## src/rtl/shift_pkg.sv

```systemverilog
// Types shared by the shift register and its command sequencer.
package shift_pkg;

  typedef enum logic [1:0] {
    NA    = 2'b00,
    LOAD  = 2'b01,
    LEFT  = 2'b10,
    RIGHT = 2'b11
  } funct_t;

  // State literals are prefixed so they do not collide with the funct_t literals in this scope.
  typedef enum logic [1:0] {
    S_IDLE  = 2'b00,
    S_LOAD  = 2'b01,
    S_SHIFT = 2'b10,
    S_DONE  = 2'b11
  } seq_state_t;

endpackage : shift_pkg

```

## src/rtl/shift_seq.sv

```systemverilog
// Command sequencer for the downstream shift register: one LOAD followed by WIDTH shifts per command,
// with a shadow copy of the register so the exiting bit can be presented as a serial stream.
module shift_seq
  import shift_pkg::*;
#(
  parameter int WIDTH = 4
) (
  input  logic             clk,
  input  logic             rst_n,
  input  logic             cmd_valid_i,
  output logic             cmd_ready_o,
  input  logic [WIDTH-1:0] cmd_word_i,
  input  logic             cmd_dir_i,
  input  logic             cmd_fill_i,
  input  logic             abort_i,
  output funct_t           funct_o,
  output logic [WIDTH-1:0] word_o,
  output logic             serial_o,
  output logic             bit_o,
  output logic             bit_valid_o,
  output logic             busy_o,
  output logic             done_o
);

  localparam int CNT_W = $clog2(WIDTH);

  seq_state_t       state;
  logic [CNT_W-1:0] cnt;
  logic [WIDTH-1:0] word_q;
  logic [WIDTH-1:0] shadow;
  logic             dir_q;
  logic             fill_q;
  logic             last_shift;

  assign last_shift = (cnt == CNT_W'(WIDTH - 1));

  // NOTE: state registers use non-blocking assignments only, so every flop samples
  // pre-edge values regardless of statement order inside the block.
  always_ff @(posedge clk or negedge rst_n) begin
    if (!rst_n) begin
      state  <= S_IDLE;
      cnt    <= '0;
      word_q <= '0;
      shadow <= '0;
      dir_q  <= 1'b0;
      fill_q <= 1'b0;
    end else begin
      case (state)
        S_IDLE: begin
          // cmd_ready_o is exactly (state == S_IDLE), so valid alone completes the handshake here.
          if (cmd_valid_i) begin
            word_q <= cmd_word_i;
            dir_q  <= cmd_dir_i;
            fill_q <= cmd_fill_i;
            state  <= S_LOAD;
          end
        end
        S_LOAD: begin
          shadow <= word_q;
          cnt    <= '0;
          state  <= abort_i ? S_IDLE : S_SHIFT;
        end
        S_SHIFT: begin
          // Shadow tracks the downstream register exactly, including the shift in an aborted cycle.
          if (dir_q) shadow <= {fill_q, shadow[WIDTH-1:1]};
          else       shadow <= {shadow[WIDTH-2:0], fill_q};
          if (!last_shift) cnt <= cnt + 1'b1;
          if (abort_i)         state <= S_IDLE;
          else if (last_shift) state <= S_DONE;
        end
        S_DONE: begin
          state <= S_IDLE;
        end
        default: begin
          state <= S_IDLE;
        end
      endcase
    end
  end

  // NOTE: funct_o gets a default before the case so no path leaves it unassigned (no latch).
  always_comb begin
    funct_o = NA;
    case (state)
      S_LOAD:  funct_o = LOAD;
      S_SHIFT: funct_o = dir_q ? RIGHT : LEFT;
      default: funct_o = NA;
    endcase
  end

  assign cmd_ready_o = (state == S_IDLE);
  assign busy_o      = (state == S_LOAD) || (state == S_SHIFT);
  assign done_o      = (state == S_DONE);
  assign word_o      = word_q;
  assign serial_o    = (state == S_SHIFT) && fill_q;
  assign bit_valid_o = (state == S_SHIFT);
  assign bit_o       = (state == S_SHIFT) && (dir_q ? shadow[0] : shadow[WIDTH-1]);

endmodule : shift_seq

```

## config.mk

```make
export PLATFORM = sky130hd
export DESIGN_NAME = shift_seq
export DESIGN_NICKNAME = d
export VERILOG_FILES = /design/src/rtl/shift_pkg.sv /design/src/rtl/shift_seq.sv
export SDC_FILE = /design/constraint.sdc
export NUM_CORES = 1
export LEC_CHECK = 0
export CAP_MARGIN = 30
export CORE_UTILIZATION = 42
export DETAILED_ROUTE_END_ITERATION = 8
export PLACE_DENSITY_LB_ADDON = 0.15
export SLEW_MARGIN = 40
export SYNTH_ARGS = -nofsm -noshare
export SYNTH_HDL_FRONTEND = slang
export SYNTH_SLANG_ARGS = --single-unit
```

## constraint.sdc

```tcl
create_clock -name clk -period 1.4 [get_ports clk]
set_input_delay 0.21 -clock clk [delete_from_list [all_inputs] [get_ports clk]]
set_output_delay 0.21 -clock clk [all_outputs]
set_load 0.05 [all_outputs]
```

==> summary by stage, run 1 <==
Setup path
The worst register-to-register path begins at state[0]$_DFFE_PN0P_. The critical path data required time is 1190 ps. At the worst endpoint, the arrival time is 1390 ps. The worst setup path is captured at an output port.

The critical-path maximum fanout is 4. The startpoint type of the worst setup path is a flop. The critical path starts at state[0]$_DFFE_PN0P_. The worst setup path is of the flop to output port kind.

Route
The total length of routed wires is 2.23 mm. The number of vias per cell is 5.00. Dividing the detail-routed wire length by the instance count gives ~17 µm. The residual antenna-violating net count after detailed routing is 0. After detailed routing, the number of remaining DRC violations is 0.

The total vias in the final route is ~670. For this block, the initial DRC count from the detailed router was 5. The number of detailed-routing iterations run before antenna repair is 5.

Die
The initial utilization of the core area, before any placement, comes to 45.7%. The width of the die is 45.8 µm. The initialized floorplan defines 15 standard-cell rows.

The placeable core region is between 0.0015 and 0.002 mm². The die area is ~0.0021 mm². 22 I/O pins were placed.

The y dimension of the die is between 40 and 50 µm.

Placement
At the end of routability-driven placement, the weighted congestion stood at 0.688. After legalization and detailed placement, the total HPWL measured 1.37 mm. The count of buffers inserted at the top-level ports is 21.

GRT
The initial antenna violation count came to 0. The pin count of the biggest net entering global routing is 15. The global-route wire length before repair is 3.29 mm. The total track usage is approximately a quarter. The number of global-route vias before repair was between 700 and 800. The total congestion overflow is 0.

Status
The run finished, with violations left. The checks that failed: setup timing.

Timing
In this run the tightest slew margin relative to its limit is 83.1%. For the pin with the worst max-slew slack, the measured transition is around 250 ps. The portion of the clock cycle consumed by the worst path in the final layout is 115%.

After layout, the minimum clock period comes to 1600 ps. The final count of hold timing violations is 0. The max-slew violation count came to 0. Once routing completed, OpenROAD measured the worst setup slack at -204 ps. The final worst clock skew is 2.68 ps. The total setup violations reported at the end of the flow is 13. Adding up every negative setup slack in the final design gives -1500 ps. For this run, the top clock speed supported by timing is 623 MHz. Setup repair after global routing could not meet its margin everywhere.

Synth
The synthesized design contains 14 register bits. By count the netlist is led by 14 x sky130_fd_sc_hd__dfrtp_1, 10 x sky130_fd_sc_hd__mux2_2, 7 x sky130_fd_sc_hd__ha_1, 7 x sky130_fd_sc_hd__mux2i_1, 6 x sky130_fd_sc_hd__a21oi_1. The synthesized netlist cell count is 67. The top-area cell type share of the netlist area is 43.4%. The synthesized design contains 0 enable-type register cells. The post-synth design cell area is about 800 µm². Of the synthesized area, sequential elements account for 43.4%. The largest total area in the synthesized netlist belongs to sky130_fd_sc_hd__dfrtp_1. The yosys synthesis warning count is 0.

The netlist uses 15 different library cells. The commonest register cell after synthesis is sky130_fd_sc_hd__dfrtp_1. The total nets after synthesis is 84. In the synthesized netlist the async set-or-reset flop fraction comes to 100%.

Yosys attributes the largest share of cell area to sky130_fd_sc_hd__dfrtp_1 43%, sky130_fd_sc_hd__mux2_2 14%, sky130_fd_sc_hd__ha_1 11%, sky130_fd_sc_hd__mux2i_1 8.7%, sky130_fd_sc_hd__nor2b_1 3.9%. By instance count, the leading cell after synthesis is sky130_fd_sc_hd__dfrtp_1. The mean area per synthesized cell is 12.0 µm².

CTS
The CTS tree is built. The clock passes through at most 2 buffers. The deepest level of the CTS H-tree is 1. The master cell of the clock root buffer is sky130_fd_sc_hd__clkbuf_4.

The clock-pin slew on the worst setup and hold paths is approximately 80 ps. For the worst-skew pair, the clock arrives at the later sink with an insertion delay of 270 ps. The number of hold-repair buffers added at the cts stage is 0.

The number of buffers created by CTS is 3. The clock sink total is 14.

Finish
The antenna diode count is 0. Once layout is complete, the utilization of the core stands at 83.1%. In the final layout, the share of cells above drive strength 1 is 63.9%. At the end of the flow, the number of nets in the layout was 127. Relative to the synthesized area, the layout overhead comes to 81.7%.

Worst hold path
The type of the tightest min-delay check is primary input to async pin.

Job
The tool flagged a number of max-cap violations equal to 0.
[repair_timing]
action	CTS	global route
gates resized for setup	16	15
endpoints found under the setup margin	15	16
buffers inserted	11	4
pin swaps	2	2
[worst paths after layout]
check                                          end  slack, ps  depth (start not counted)
worst max-delay path                         bit_o       -200                          5
worst min-delay path            cnt[1]$_DFFE_PN0P_        230                          2
worst max register to register  cnt[0]$_DFFE_PN0P_       -130                          5
worst min register to register  cnt[1]$_DFFE_PN0P_        550                          2
max in group asynchronous        dir_q$_DFFE_PN0P_        980                          2
min in group clk                 dir_q$_DFFE_PN0P_        550                          2
[worst max-delay path: stages, from the launching register on]
cell and delay [ps]:
sky130_fd_sc_hd__dfrtp_1 410, sky130_fd_sc_hd__inv_2 120, sky130_fd_sc_hd__ha_4 170, sky130_fd_sc_hd__buf_6 120, sky130_fd_sc_hd__nor2b_4 160, sky130_fd_sc_hd__buf_12 140
[per-layer routing]
metal	vias to the layer above	track usage (%)	wire, µm
met2	13	42.0	1250
met3	2	5.56	65
met1	337	25.4	902
met4	0	12.9	19
met5	-	0	0
li1	313	-	-
[flip-flops by register name (all words and copies together) (netlist names)]
signal	cells
fill_q	1
shadow	4
cnt	2
state	2
dir_q	1
word_o	4
[through the flow]
stage | std cells | hold slack [ps] | instance area, µm² | setup WS [ps]
after detailed placement | 118 | 527 | 1250 | -28.0
after floorplan | 67 | -85.6 | 851 | -69.9
final | 133 | 235 | 1470 | -204
after global placement | 118 | 513 | 1250 | 2.03
after CTS | 131 | 228 | 1400 | -192
after global routing | 133 | 239 | 1470 | -247
[cell type report]
cell class,count,area (µm²)
clock buffers,3,22.5
fillers,104,298
inverters,4,17.5
multi-input cells,46,539
flip-flops and latches,14,353
well taps,25,31.3
repair buffers,41,503
[kinds of logic (layout without fill, tap and decap cells)]
logic type                 count (synthesis)  in the layout  share of synthesized area (%)
muxes                                     19             19                           26.4
buffers and inverters                      7             48                           5.12
adders and majority gates                  7              7                           10.9
DFF                                       14             14                           43.4
AOI/OAI and AO/OA                          8              8                           6.82
and+or+nand+nor                           12             12                           7.44
[cell usage in the layout (no fill, tap or decap), types with 2 or more instances in the layout]
master and n:
sky130_fd_sc_hd__a21oi_2 3, sky130_fd_sc_hd__a21oi_1 3, sky130_fd_sc_hd__buf_12 12, sky130_fd_sc_hd__ha_2 2
sky130_fd_sc_hd__buf_6 4, sky130_fd_sc_hd__mux2_4 4, sky130_fd_sc_hd__ha_4 4, sky130_fd_sc_hd__mux2_2 8
sky130_fd_sc_hd__dfrtp_2 2, sky130_fd_sc_hd__clkdlybuf4s50_1 9, sky130_fd_sc_hd__clkbuf_4 3, sky130_fd_sc_hd__mux2i_1 7
sky130_fd_sc_hd__nor2_4 4, sky130_fd_sc_hd__nor2b_4 2, sky130_fd_sc_hd__dfrtp_1 12, sky130_fd_sc_hd__buf_4 15
sky130_fd_sc_hd__nor2b_1 3, sky130_fd_sc_hd__inv_1 2
Power of run 1 is not shown: default switching activity piles up to over one toggle a cycle in this logic, so the estimate is an artifact.
==> run 2, diff against run 1 <==
--- a/config.mk
+++ b/config.mk
@@ -8,7 +8,7 @@
 export CAP_MARGIN = 30
 export CORE_UTILIZATION = 42
 export DETAILED_ROUTE_END_ITERATION = 8
-export PLACE_DENSITY_LB_ADDON = 0.15
+export PLACE_DENSITY = 0.71
 export SLEW_MARGIN = 40
 export SYNTH_ARGS = -nofsm -noshare
 export SYNTH_HDL_FRONTEND = slang
==> summary by stage, run 2 (synthesis results as in run 1) <==
Status
Result of the run: complete, but fails checks (unchanged). Violations in the final reports: setup timing (unchanged).

CTS
The clock sink total came to 14 (unchanged). The CTS tree is built (unchanged). The master cell of the clock root buffer is sky130_fd_sc_hd__clkbuf_4 (unchanged).

The deepest level of the CTS H-tree is 1 (unchanged). The number of buffers on the longest clock path is 2 (unchanged). The number of buffers created by CTS was 3 (unchanged).

The worst-skew pair later-pin latency was 290 ps (was 270 ps). The number of hold-repair buffers added at the cts stage was 0 (unchanged). The clock-pin slew on the worst setup and hold paths is 80 ps (about the same).

Setup path
The kind of end point of the critical path is an output port (unchanged). The setup slack of the most critical reg-to-reg path is -140 ps (was -130 ps). Critical-path cell list: buf_4 -> ha_2 -> a21oi_2 -> nor2b_4 -> buf_12 (was inv_2 -> ha_4 -> buf_6 -> nor2b_4 -> buf_12). The worst path arrival time was 1420 ps (was 1390 ps).

The startpoint type of the worst setup path was a flop (unchanged). The launching element of the worst setup path is state[0]$_DFFE_PN0P_ (unchanged). The capture instance of the worst register-to-register path is cnt[0]$_DFFE_PN0P_ (unchanged). The beginning of the worst register-to-register path is state[0]$_DFFE_PN0P_ (unchanged).

The number of cells on the worst reg-to-reg path was 5 (unchanged). The critical path data required time is 1190 ps (about the same). The critical path's slowest cell was sky130_fd_sc_hd__dfrtp_1 (unchanged).

The critical-path maximum fanout is 3 (was 4). The end of the critical path is funct_o[0] (was bit_o). The worst setup path category is flop to output port (unchanged). The delay contributed by the slowest stage of the critical path is 420 ps (was 410 ps).

Route
The count of routing violations after the opening detailed-route iteration came to 18 (was 5). The final routed wire length divided by cell count was 16.3 µm (was 16.8 µm). The number of vias per cell is 4.95 (was 5.00). The number of detailed-routing iterations run before antenna repair was 4 (was 5). The total length of routed wires is 2.13 mm (was 2.23 mm).

The total DRC errors in the routed layout came to 0 (unchanged). The residual antenna-violating net count after detailed routing is 0 (unchanged). The total vias in the final route is 649 (was 665).

Timing
The normalized max-slew margin is 80.8% (was 83.1%). The final worst clock skew came to 6.40 ps (was 2.68 ps). The final critical-path setup slack is -234 ps (was -204 ps). The total setup violations reported at the end of the flow is 13 (unchanged).

The minimum clock period after layout is 1630 ps (was 1600 ps). The slew at the pin with the worst max-slew slack is 280 ps (was 246 ps). The final count of hold timing violations is 0 (unchanged). The worst hold slack after final layout is 227 ps (was 235 ps). The max-slew violation count was 0 (unchanged). The portion of the clock cycle consumed by the worst path in the final layout is 117% (was 115%). Unrepaired setup endpoints after global routing: yes (unchanged). The maximum clock frequency is 612 MHz (was 623 MHz).

Worst hold path
The type of the tightest min-delay check is primary input to async pin (unchanged).

Finish
The area overhead of the layout relative to synthesis came to 82.6% (was 81.7%). The commonest non-fill, non-tap cell in the layout was sky130_fd_sc_hd__buf_12 (was sky130_fd_sc_hd__buf_4). The fill cell instance count of the final layout is 97 (was 104). The final standard cell utilization of the core is 83.5% (was 83.1%). The antenna diode count came to 0 (unchanged). The fraction of layout instances using a drive strength above 1 is 62.3% (was 63.9%).

The sequential cell area was 352 µm² (was 353 µm²). Most used cells in the layout excluding fill and tap cells: 14 x sky130_fd_sc_hd__buf_12, 13 x sky130_fd_sc_hd__dfrtp_1, 10 x sky130_fd_sc_hd__buf_4, 9 x sky130_fd_sc_hd__clkdlybuf4s50_1, 8 x sky130_fd_sc_hd__mux2_2 (was 15 x sky130_fd_sc_hd__buf_4, 12 x sky130_fd_sc_hd__dfrtp_1, 12 x sky130_fd_sc_hd__buf_12, 9 x sky130_fd_sc_hd__clkdlybuf4s50_1, 8 x sky130_fd_sc_hd__mux2_2). The area of the multi-input gates is 538 µm² (was 539 µm²). The net count of the finished layout is 124 (was 127).

Placement
The worst setup slack before clock tree synthesis is -43.6 ps (was -28.0 ps). The count of buffers inserted at the top-level ports came to 21 (unchanged). The final weighted congestion in routability-driven placement came to 0.759 (was 0.688). The half-perimeter wire length after placement is 1.44 mm (was 1.37 mm).

Die
The number of standard-cell rows in the floorplan is 15 (unchanged). The y dimension of the die is 45.8 µm (unchanged). The die area came to 0.00210 mm² (unchanged). The width of the die came to 45.8 µm (unchanged). The placeable core region was 0.00176 mm² (unchanged). The starting density of the core is 45.7% (unchanged). The count of boundary I/O pins is 22 (unchanged).

GRT
The initial antenna violation count is 0 (unchanged). The pin count of the biggest net entering global routing is 15 (unchanged). The number of global-route vias before repair was 697 (was 701).

The total track usage came to 23.6% (about the same). The total congestion overflow is 0 (unchanged). The global-route wire length before repair came to 3.26 mm (was 3.29 mm).

Job
The number of max-cap violations is 0 (unchanged).
## run 2: per-stage QoR
stage | instance area (µm²) | instances | TNS (ps)
after floorplan | 851 | 67 | -71.1
after global placement | 1250 | 117 | -0.538
after detailed placement | 1250 | 117 | -46.3
after CTS | 1400 | 128 | -1400
after global routing | 1470 | 131 | -2260
final | 1470 | 131 | -1620
## run 2: worst max-delay path, delay by kind of cell (launching register included)
kind | cells | cell delay, ps
AO/OA/AOI/OAI | 1 | 160
AND/OR/NAND/NOR | 1 | 70
buffers and inverters | 2 | 290
adder cells (fa/ha/maj) | 1 | 200
flip-flops | 1 | 420
## run 2: layout make-up
cell class	count	share of cell area, %
clock buffer	4	2.46
inverter	4	1.02
multi-input combinational	46	36.5
sequential	14	23.9
tap	25	2.12
timing repair buffer	38	34.0
## run 2: worst min path at each step
stage	from	end	depth (start not counted)
3_5_place_dp	cnt[1]$_DFFE_PN0P_	cnt[1]$_DFFE_PN0P_	2
2_1_floorplan	rst_n	cnt[0]$_DFFE_PN0P_	0
6_report	rst_n	shadow[1]$_DFFE_PN0P_	2
4_1_cts	rst_n	shadow[2]$_DFFE_PN0P_	2
3_3_place_gp	cnt[1]$_DFFE_PN0P_	cnt[1]$_DFFE_PN0P_	2
5_1_grt	rst_n	shadow[2]$_DFFE_PN0P_	2
## run 2: timing repair
action                                  4_1_cts  5_1_grt
setup buffers                                10        3
gates resized for setup                      16       13
endpoints found under the setup margin       12       22
pin swaps                                     4        2
## run 2: layer usage
| metal | track usage [%] | share of wire, % | up-vias |
|---|---|---|---|
| li1 | - | - | 306 |
| met1 | 27.0 | 41 | 320 |
| met2 | 39.7 | 52 | 16 |
| met3 | 7.54 | 3.5 | 7 |
| met4 | 11.2 | 3.6 | 0 |
| met5 | 0 | 0 | - |
Power of run 2 is left out for the same reason.
==> run 3, diff against run 2 <==
--- a/config.mk
+++ b/config.mk
@@ -7,6 +7,7 @@
 export LEC_CHECK = 0
 export CAP_MARGIN = 30
 export CORE_UTILIZATION = 42
+export CTS_CLUSTER_DIAMETER = 200
 export DETAILED_ROUTE_END_ITERATION = 8
 export PLACE_DENSITY = 0.71
 export SLEW_MARGIN = 40
==> results of run 3 <==
The final DEF is identical to that of run 2; final timing and power are the same.
Power of run 3 is left out for the same reason.
